File: config.mk
export PLATFORM = sky130hd
export DESIGN_NAME = fwd_hazard_ctrl
export DESIGN_NICKNAME = d
export VERILOG_FILES = /design/src/rtl/fwd_pkg.sv /design/src/rtl/fwd_inst_dec.sv /design/src/rtl/fwd_hazard_ctrl.sv
export SDC_FILE = /design/constraint.sdc
export NUM_CORES = 1
export LEC_CHECK = 0
export CAP_MARGIN = 20
export CORE_ASPECT_RATIO = 0.8
export CORE_MARGIN = 10
export CORE_UTILIZATION = 46
export CTS_CLUSTER_SIZE = 25
export DETAILED_ROUTE_END_ITERATION = 6
export PLACE_DENSITY = 0.8
export SYNTH_ARGS = -nofsm -noshare
export SYNTH_HDL_FRONTEND = slang
export SYNTH_HIERARCHICAL = 1
export SYNTH_SLANG_ARGS = --single-unit
File: constraint.sdc
create_clock -name clk_i -period 2.8 [get_ports clk_i]
set_clock_uncertainty 0.1 [all_clocks]
set_input_delay 0.28 -clock clk_i [delete_from_list [all_inputs] [get_ports clk_i]]
set_output_delay 0.28 -clock clk_i [all_outputs]
set_load 0.05 [all_outputs]
File: src/rtl/fwd_pkg.sv
// Shared types for the execute-stage forwarding / hazard controller:
// RV32 opcodes, the stage record, forward-select codes and FSM states.
package fwd_pkg;

   // Width of a register index inside a stage record.
   localparam int REG_BITS = 5;

   // Major opcodes (inst[6:0]).
   localparam logic [6:0] OP     = 7'b0110011;
   localparam logic [6:0] OP_IMM = 7'b0010011;
   localparam logic [6:0] LOAD   = 7'b0000011;
   localparam logic [6:0] STORE  = 7'b0100011;
   localparam logic [6:0] BRANCH = 7'b1100011;
   localparam logic [6:0] JAL    = 7'b1101111;
   localparam logic [6:0] JALR   = 7'b1100111;
   localparam logic [6:0] LUI    = 7'b0110111;
   localparam logic [6:0] AUIPC  = 7'b0010111;

   // Forward-select codes consumed by the X-stage operand mux (A,B source).
   typedef enum logic [3:0] {
      FWD_NONE = 4'd0,   // none, none
      FWD_MM   = 4'd1,   // M, M
      FWD_WW   = 4'd2,   // W, W
      FWD_MN   = 4'd3,   // M, none
      FWD_NM   = 4'd4,   // none, M
      FWD_WN   = 4'd5,   // W, none
      FWD_NW   = 4'd8,   // none, W
      FWD_WM   = 4'd9,   // W, M
      FWD_MW   = 4'd10   // M, W
   } fwd_code_e;

   // Per-operand source.
   typedef enum logic [1:0] {
      SRC_NONE = 2'd0,
      SRC_M    = 2'd1,
      SRC_W    = 2'd2
   } src_e;

   typedef enum logic {
      RUN  = 1'b0,
      HOLD = 1'b1
   } fsm_e;

   // Destination/source metadata carried alongside an instruction.
   // An all-zero record is a bubble.
   typedef struct packed {
      logic                valid;
      logic                we;
      logic                load;
      logic [REG_BITS-1:0] rd;
      logic [REG_BITS-1:0] rs1;
      logic [REG_BITS-1:0] rs2;
      logic                use_rs1;
      logic                use_rs2;
   } stage_rec_t;

   // Pick the youngest usable producer for one operand. A load in M only
   // holds an address, so it is never a forwarding source.
   function automatic src_e pick_src(input logic use_rs,
                                     input logic [REG_BITS-1:0] rs,
                                     input stage_rec_t m,
                                     input stage_rec_t w);
      if (use_rs && m.valid && m.we && !m.load && (m.rd == rs)) return SRC_M;
      if (use_rs && w.valid && w.we && (w.rd == rs))            return SRC_W;
      return SRC_NONE;
   endfunction

   // Map the (A,B) source pair onto the mux code.
   function automatic fwd_code_e fwd_code(input src_e a, input src_e b);
      case ({a, b})
         {SRC_M,    SRC_M}:    return FWD_MM;
         {SRC_W,    SRC_W}:    return FWD_WW;
         {SRC_M,    SRC_NONE}: return FWD_MN;
         {SRC_NONE, SRC_M}:    return FWD_NM;
         {SRC_W,    SRC_NONE}: return FWD_WN;
         {SRC_NONE, SRC_W}:    return FWD_NW;
         {SRC_W,    SRC_M}:    return FWD_WM;
         {SRC_M,    SRC_W}:    return FWD_MW;
         default:              return FWD_NONE;
      endcase
   endfunction

endpackage

File: src/rtl/fwd_inst_dec.sv
// Combinational decoder: D-stage instruction word to stage record.
// A non-valid instruction decodes to a bubble.
module fwd_inst_dec
   import fwd_pkg::*;
#(
   parameter int XLEN = 32
) (
   input  logic [XLEN-1:0] inst,
   input  logic            valid,
   output stage_rec_t      rec
);

   logic [6:0] opcode;
   logic       unused_fields;

   assign opcode        = inst[6:0];
   assign unused_fields = ^{inst[XLEN-1:25], inst[14:12]};

   // Field extraction and register-usage rules.
   always_comb begin
      // NOTE: default every field first so no path leaves rec unassigned (no latch).
      rec = '0;
      if (valid) begin
         rec.valid   = 1'b1;
         rec.rd      = inst[11:7];
         rec.rs1     = inst[19:15];
         rec.rs2     = inst[24:20];
         rec.load    = (opcode == LOAD);
         rec.we      = (opcode inside {OP, OP_IMM, LOAD, JAL, JALR, LUI, AUIPC})
                       && (inst[11:7] != '0);
         rec.use_rs1 = !(opcode inside {LUI, AUIPC, JAL});
         rec.use_rs2 = (opcode inside {OP, STORE, BRANCH});
      end
   end

endmodule

File: src/rtl/fwd_hazard_ctrl.sv
// Execute-stage forwarding and load-use hazard controller.
// Tracks X/M/W destination metadata, registers the forward-select code for
// the instruction entering X, stalls one cycle on load-use and squashes D
// on a taken branch/jump.
// Optional: define HAZARD_STATS_EN to add saturating stall/forward counters.
module fwd_hazard_ctrl
   import fwd_pkg::*;
#(
   parameter int XLEN      = 32,
   parameter int NREG_BITS = REG_BITS
) (
   input  logic                 clk_i,
   input  logic                 rst_i,
   input  logic [XLEN-1:0]      inst_D_i,
   input  logic                 valid_D_i,
   input  logic                 br_taken_X_i,
   output logic [3:0]           opforward_o,
   output logic                 stall_o,
   output logic                 flush_D_o,
   output logic [NREG_BITS-1:0] rd_X_o
`ifdef HAZARD_STATS_EN
   ,
   output logic [31:0]          stall_cnt_o,
   output logic [31:0]          fwd_cnt_o
`endif
);

   stage_rec_t rec_d;
   stage_rec_t rec_x;
   stage_rec_t rec_m;
   stage_rec_t rec_w;
   stage_rec_t rec_x_nxt;
   fwd_code_e  fwd_nxt;
   fsm_e       state;
   fsm_e       state_nxt;
   logic       load_use;
   logic       unused_rec_w;

   fwd_inst_dec #(.XLEN(XLEN)) u_dec (
      .inst  (inst_D_i),
      .valid (valid_D_i),
      .rec   (rec_d)
   );

   // W is kept for visibility; forwarding reads W' (= current M) instead.
   assign unused_rec_w = ^rec_w;
   assign flush_D_o    = br_taken_X_i;
   assign rd_X_o       = NREG_BITS'(rec_x.rd);

   // Load in X whose result the D instruction needs this cycle.
   always_comb begin
      load_use = rec_x.valid && rec_x.load && rec_x.we && rec_d.valid &&
                 ((rec_d.use_rs1 && (rec_d.rs1 == rec_x.rd)) ||
                  (rec_d.use_rs2 && (rec_d.rs2 == rec_x.rd)));
   end

   // Next X record and the forward code it will need (M' = X, W' = M).
   always_comb begin
      rec_x_nxt = (stall_o || br_taken_X_i) ? '0 : rec_d;
      fwd_nxt   = fwd_code(pick_src(rec_x_nxt.use_rs1, rec_x_nxt.rs1, rec_x, rec_m),
                           pick_src(rec_x_nxt.use_rs2, rec_x_nxt.rs2, rec_x, rec_m));
   end

   // Pipeline records and registered forward code.
   always_ff @(posedge clk_i) begin
      // NOTE: the three records are plain registers, not a memory, so all are cleared on reset.
      if (rst_i) begin
         rec_x       <= '0;
         rec_m       <= '0;
         rec_w       <= '0;
         opforward_o <= FWD_NONE;
      end else begin
         // NOTE: non-blocking so rec_m/rec_w capture the pre-edge values of rec_x/rec_m.
         rec_x       <= rec_x_nxt;
         rec_m       <= rec_x;
         rec_w       <= rec_m;
         opforward_o <= fwd_nxt;
      end
   end

   // FSM state register.
   always_ff @(posedge clk_i) begin
      if (rst_i) state <= RUN;
      else       state <= state_nxt;
   end

   // FSM next state: one HOLD cycle per load-use; a taken branch wins.
   always_comb begin
      state_nxt = RUN;
      case (state)
         RUN:     state_nxt = (load_use && !br_taken_X_i) ? HOLD : RUN;
         HOLD:    state_nxt = RUN;
         default: state_nxt = RUN;
      endcase
   end

   // FSM outputs: stall only while RUN sees an unsquashed load-use.
   always_comb begin
      stall_o = (state == RUN) && load_use && !br_taken_X_i;
   end

`ifdef HAZARD_STATS_EN
   // Saturating event counters.
   always_ff @(posedge clk_i) begin
      if (rst_i) begin
         stall_cnt_o <= '0;
         fwd_cnt_o   <= '0;
      end else begin
         if (stall_o && (stall_cnt_o != '1))
            stall_cnt_o <= stall_cnt_o + 32'd1;
         if ((opforward_o != 4'd0) && (fwd_cnt_o != '1))
            fwd_cnt_o <= fwd_cnt_o + 32'd1;
      end
   end
`endif

endmodule
Word level (Yosys, flattened, before mapping)
Memory sizes are Yosys's and may differ from the RTL's. A register that Yosys moved wholly into a read port is not among the register bits.
Cells that the tools add are included.
{ "word_totals": {"out_inout_bits": 11, "in_bits": 36, "mem_count": 1, "mem_bits_ro": 64, "reg_bits": 16, "elab_cells": 79} }
{ "memory_table": {"columns": ["name", "depth", "word_bits", "read_ports", "rd_clocked_by_memory_dff", "write_ports", "line_no", "rtl"], "rows": [
  ["(no name shown)", 16, 4, 1, 1, 0, "fwd_pkg.sv:70", "case ({a, b})"]
]} }
{ "classes": {"n_reduce_logical": 35, "muxes": 18, "bitwise_logic": 2, "eq_ne": 15} }
{ "op_table": {"columns": ["operator", "n"], "rows": [
  ["== test 5 bit", 6],
  ["logical AND 1 bit", 24],
  ["== test 7 x 6 -> 1 bit (second input constant)", 3],
  ["== test 7 bit (second input constant)", 3],
  ["2-to-1 mux 20 bit", 1],
  ["2-to-1 mux 2 bit", 8],
  ["== test 7 x 5 -> 1 bit (second input constant)", 2],
  ["2-to-1 mux 12 bit", 1],
  ["== test 7 x 2 -> 1 bit (second input constant)", 1],
  ["2-to-1 mux 1 bit", 7],
  ["nonzero test 7 bit", 1],
  ["nonzero test 3 bit", 2],
  ["nonzero test 5 bit", 1],
  ["logical NOT 1 bit", 3],
  ["OR reduction 3 bit", 1],
  ["logical OR 1 bit", 2],
  ["inverter 1 bit", 2],
  ["case mux 1 bit (2 select lines)", 1],
  ["OR reduction 2 bit", 1]
]} }

Longest topological paths before layout
Gate-level depths: netlist of the first run.
{ "depth": {"depth_word": 20, "mapped_depth": 10, "ltp_nobuf": 9} }

By module
The synthesis of the first run kept the hierarchy.
{ "modules_own_cells": {"columns": ["module", "seq_area_each_um2", "cells_per_inst", "area_per_inst_um2", "n_inst"], "rows": [
  ["fwd_hazard_ctrl", 400.4, 134, 1247.4, 1],
  ["fwd_inst_dec", 0.0, 33, 205.2, 1]
]} }

Worst setup path before layout of the first run
Ideal clock, no wire load.
{ "synth_timing": {"kind": "input port to output port", "from": "input port valid_D_i", "to": "output port stall_o", "t_arrival_ns": 2.165, "path_buffers": 2, "t_required_ns": 2.420, "slack_ns": 0.255, "cell_stages": 7, "cell_sequence": "clkbuf_1 > and2_1 > xnor2_1 > and4_1 > nand4_1 > clkbuf_1 > a21oi_1"} }
{ "synth_rtl": {"columns": ["element", "line_no", "rtl"], "rows": [
  ["from (decl)", "fwd_hazard_ctrl.sv:15", "input logic valid_D_i,"],
  ["to (decl)", "fwd_hazard_ctrl.sv:18", "output logic stall_o,"]
]} }

==> results of run 1 <==
==> layout make-up <==
type / instances / area share (%)
Clock buffer: 4 / 2.53
Inverter: 5 / 0.864
Multi-Input combinational cell: 128 / 44.7
Sequential cell: 20 / 18.4
Tap cell: 40 / 2.30
Timing Repair Buffer: 77 / 31.2
==> cells by family after synthesis <==
| logic type | after synthesis | synth area share (%) |
|---|---|---|
| AND/OR/NAND/NOR | 80 | 33.9 |
| AO/OA/AOI/OAI | 31 | 20.2 |
| XOR/XNOR | 17 | 10.3 |
| buffers and inverters | 19 | 8.10 |
| flip-flops | 20 | 27.6 |
==> final timing paths <==
check | startpoint | endpoint
setup / recovery | valid_D_i | opforward_o[0]
hold / removal | rec_x[19] | rec_m[19]
setup reg to reg | rd_X_o[3] | opforward_o[2]
hold reg to reg | rec_x[19] | rec_m[19]
==> sequential cells by signal (all words and copies together) (netlist names) <==
register and flops:
opforward_o 4, rd_X_o 5, rec_m 7, rec_x 3, state 1
==> per-stage QoR <==
stage          setup TNS, ns  setup WS (ns)  instance area (sq um)
4_1_cts                    0         0.0244                   2120
2_1_floorplan              0          0.255                   1450
3_5_place_dp          -0.892         -0.235                   2070
6_report                   0          0.119                   2170
5_1_grt              -0.0230        -0.0230                   2170
3_3_place_gp          -0.653         -0.172                   2070
==> repair_timing <==
item                                    CTS  global route
setup buffers                             0             2
endpoints found under the hold margin     0             0
endpoints found under the setup margin    0             4
resized for setup                         0             9
==> synth_stat cells, types with 2 or more instances <==
| cell | number | area (sq um) |
|---|---|---|
| o21ai_1 | 2 | 10.0 |
| a211o_1 | 2 | 17.5 |
| o21ai_0 | 3 | 15.0 |
| nand3_2 | 2 | 20.0 |
| and2_1 | 22 | 138 |
| and4_1 | 2 | 17.5 |
| xor2_1 | 9 | 78.8 |
| and4b_1 | 2 | 20.0 |
| nor4_1 | 3 | 18.8 |
| a211oi_2 | 2 | 25.0 |
| a31oi_1 | 3 | 18.8 |
| nor2b_1 | 5 | 31.3 |
| o22ai_1 | 2 | 12.5 |
| xnor2_1 | 8 | 70.1 |
| dfxtp_1 | 20 | 400 |
| and3_1 | 5 | 31.3 |
| clkbuf_1 | 2 | 7.51 |
| nand2_1 | 9 | 33.8 |
| nor2_1 | 7 | 26.3 |
| nand3_1 | 5 | 25.0 |
| a2111o_1 | 2 | 22.5 |
| nand2b_1 | 2 | 12.5 |
| buf_4 | 8 | 60.1 |
| buf_6 | 2 | 22.5 |
| a21oi_1 | 3 | 15.0 |
| inv_1 | 5 | 18.8 |
| nand4_1 | 5 | 31.3 |
==> routing by layer <==
| metal | track usage [%] | part of all wire, % |
|---|---|---|
| met5 | 0 | 0 |
| met1 | 17.0 | 43 |
| met2 | 25.1 | 48 |
| met3 | 4.75 | 7.1 |
| met4 | 4.53 | 1.5 |
==> power groups by stage <==
stage	registers [mW]	logic, mW	clock network, mW
after detailed placement	0.299	0.177	0
after global routing	0.294	0.203	0.245
after global placement	0.299	0.172	0
after CTS	0.293	0.179	0.226
after floorplan	0.298	0.0883	0
final	0.293	0.189	0.224
==> critical path: stages <==
cell and delay, ns:
clkdlybuf4s50_1 0.48, buf_4 0.19, and2_4 0.17, xnor2_1 0.15, o221a_1 0.28, a41oi_4 0.16, buf_4 0.19, a211o_1 0.29
a211o_1 0.34, a221oi_2 0.24
==> run_results.csv, run 1 <==
group,metric,value,unit
status,status,"completed",
floorplan,start_util,47.4,%
detailed_routing,wl_per_cell,16.1,microns
sta,period_minus_slack,2.68,ns
detailed_routing,num_vias,1494,
final_layout,final_util,71.0,%
floorplan,die_h,70.3,microns
pwr,p_per_area,325,nW/um^2
setup_path,reg2reg_slack,0.40,ns
floorplan,dieArea,5820,sq um
setup_path,cp-end-kind,"register",
floorplan,pin_count,47,
clocking,cts-root-buf,"clkbuf_8",
grt,grt_pass1_vias,1505,
detailed_routing,drc,0,
placement,hpwl,3480,microns
clocking,cts_tree,"done",
pwr,power,707,uW
yosys,ys_ff_latch,20,
clocking,ctsHtreeMaxLevel,1,
detailed_routing,routed_wl,4410,microns
final_layout,layout.area.seq,400,sq um
min_path,hold_path_class,"reg -> reg",
clocking,clkTransAtPathRegs,0.08,ns
yosys,synthFlopType,"dfxtp_1",
setup_path,arrival,2.76,ns
final_layout,antenna_cells,0,
placement,io_buffers,36,
sta,finalSetupViolCount,0,
pwr,p_leak,0.863,nW
sta,worst_pin_slew,0.518,ns
yosys,syn_inst,167,
yosys,synth_area,1450,sq um
yosys,ys_async_sr_fraction,0,%
floorplan,fp-row-count,18,
min_path,min_path_cells,1,
yosys,yosysSeqAreaShare,27.6,%
setup_path,required,2.88,ns
detailed_routing,drtIter0Drc,102,
setup_path,start_kind,"primary input",
setup_path,cp_max_fo,15,
sta,hold_ws,0.370,ns
final_layout,multi_input_area,971,sq um
pwr,seq_power_share,41.5,%
flow_run,cap_violations,0,
grt,grt.total_usage,14.7,%
clocking,numClockSinks,20,
placement,dp_cells,268,
pwr,sw_frac_of_total,26.6,%
pwr,irDropWorstVdd,0.197,mV
final_layout,fin_cells,274,
final_layout,final_nets,271,
grt,grt.overflow.total,0,
yosys,yosysUniqueCellTypes,52,
clocking,clock_latency,0.26,ns
sta,drv_slew,0,
grt,antenna_found_initial,0,
setup_path,r2r.worst_path.cells,8,
sta,max_freq,0.373,GHz
detailed_routing,drtAntennaViolNets,0,
sta,slew_headroom,65.3,%
sta,hold_viol,0,
final_layout,layout-drive-gt1-share,29.9,%
yosys,synth_warnings,6,
setup_path,critPathKind,"in -> reg",
detailed_routing,vias_per_cell,5.45,
clocking,cts_buffers,3,
floorplan,core_area,3060,sq um
sta,fin_crit_sh,95.8,%
yosys,syn-num-nets,203,
clocking,cts_buffer_depth,2,
final_layout,area_growth,49.6,%
yosys,synth_edf_count,0,
grt,grt_max_degree,16,
floorplan,die_w,82.8,microns
grt,grt_pass1_wl,7330,microns
pwr,intPower,519,uW
final_layout,nFillCells,251,
placement,place.gp.congestion,0.922,
pwr,p_switching,188,uW
pwr,power_frac_clock,31.7,%
detailed_routing,drt_first_pass_iters,4,
final_layout,layout_commonest_cell,"buf_4",
clocking,cts_hold_buf,0,
yosys,syn_area_per_cell,8.70,sq um
pwr,pwr-share-comb,26.8,%
final_layout,layout_common_cells,"buf_4 (41), clkdlybuf4s50_1 (35), dfxtp_1 (20)",
Power figures use the tool's default switching activity.
==> run 2, diff against run 1 <==
CAP_MARGIN = unset   (was 20)
==> results of run 2 <==
No change in the layout: final DEF, timing and power equal those of run 1.
==> run 3, diff against run 2 <==
CTS_BUF_LIST = sky130_fd_sc_hd__clkbuf_8 sky130_fd_sc_hd__clkbuf_16   (was unset)
==> results of run 3 <==
No change in the layout: final DEF, timing and power equal those of run 1.
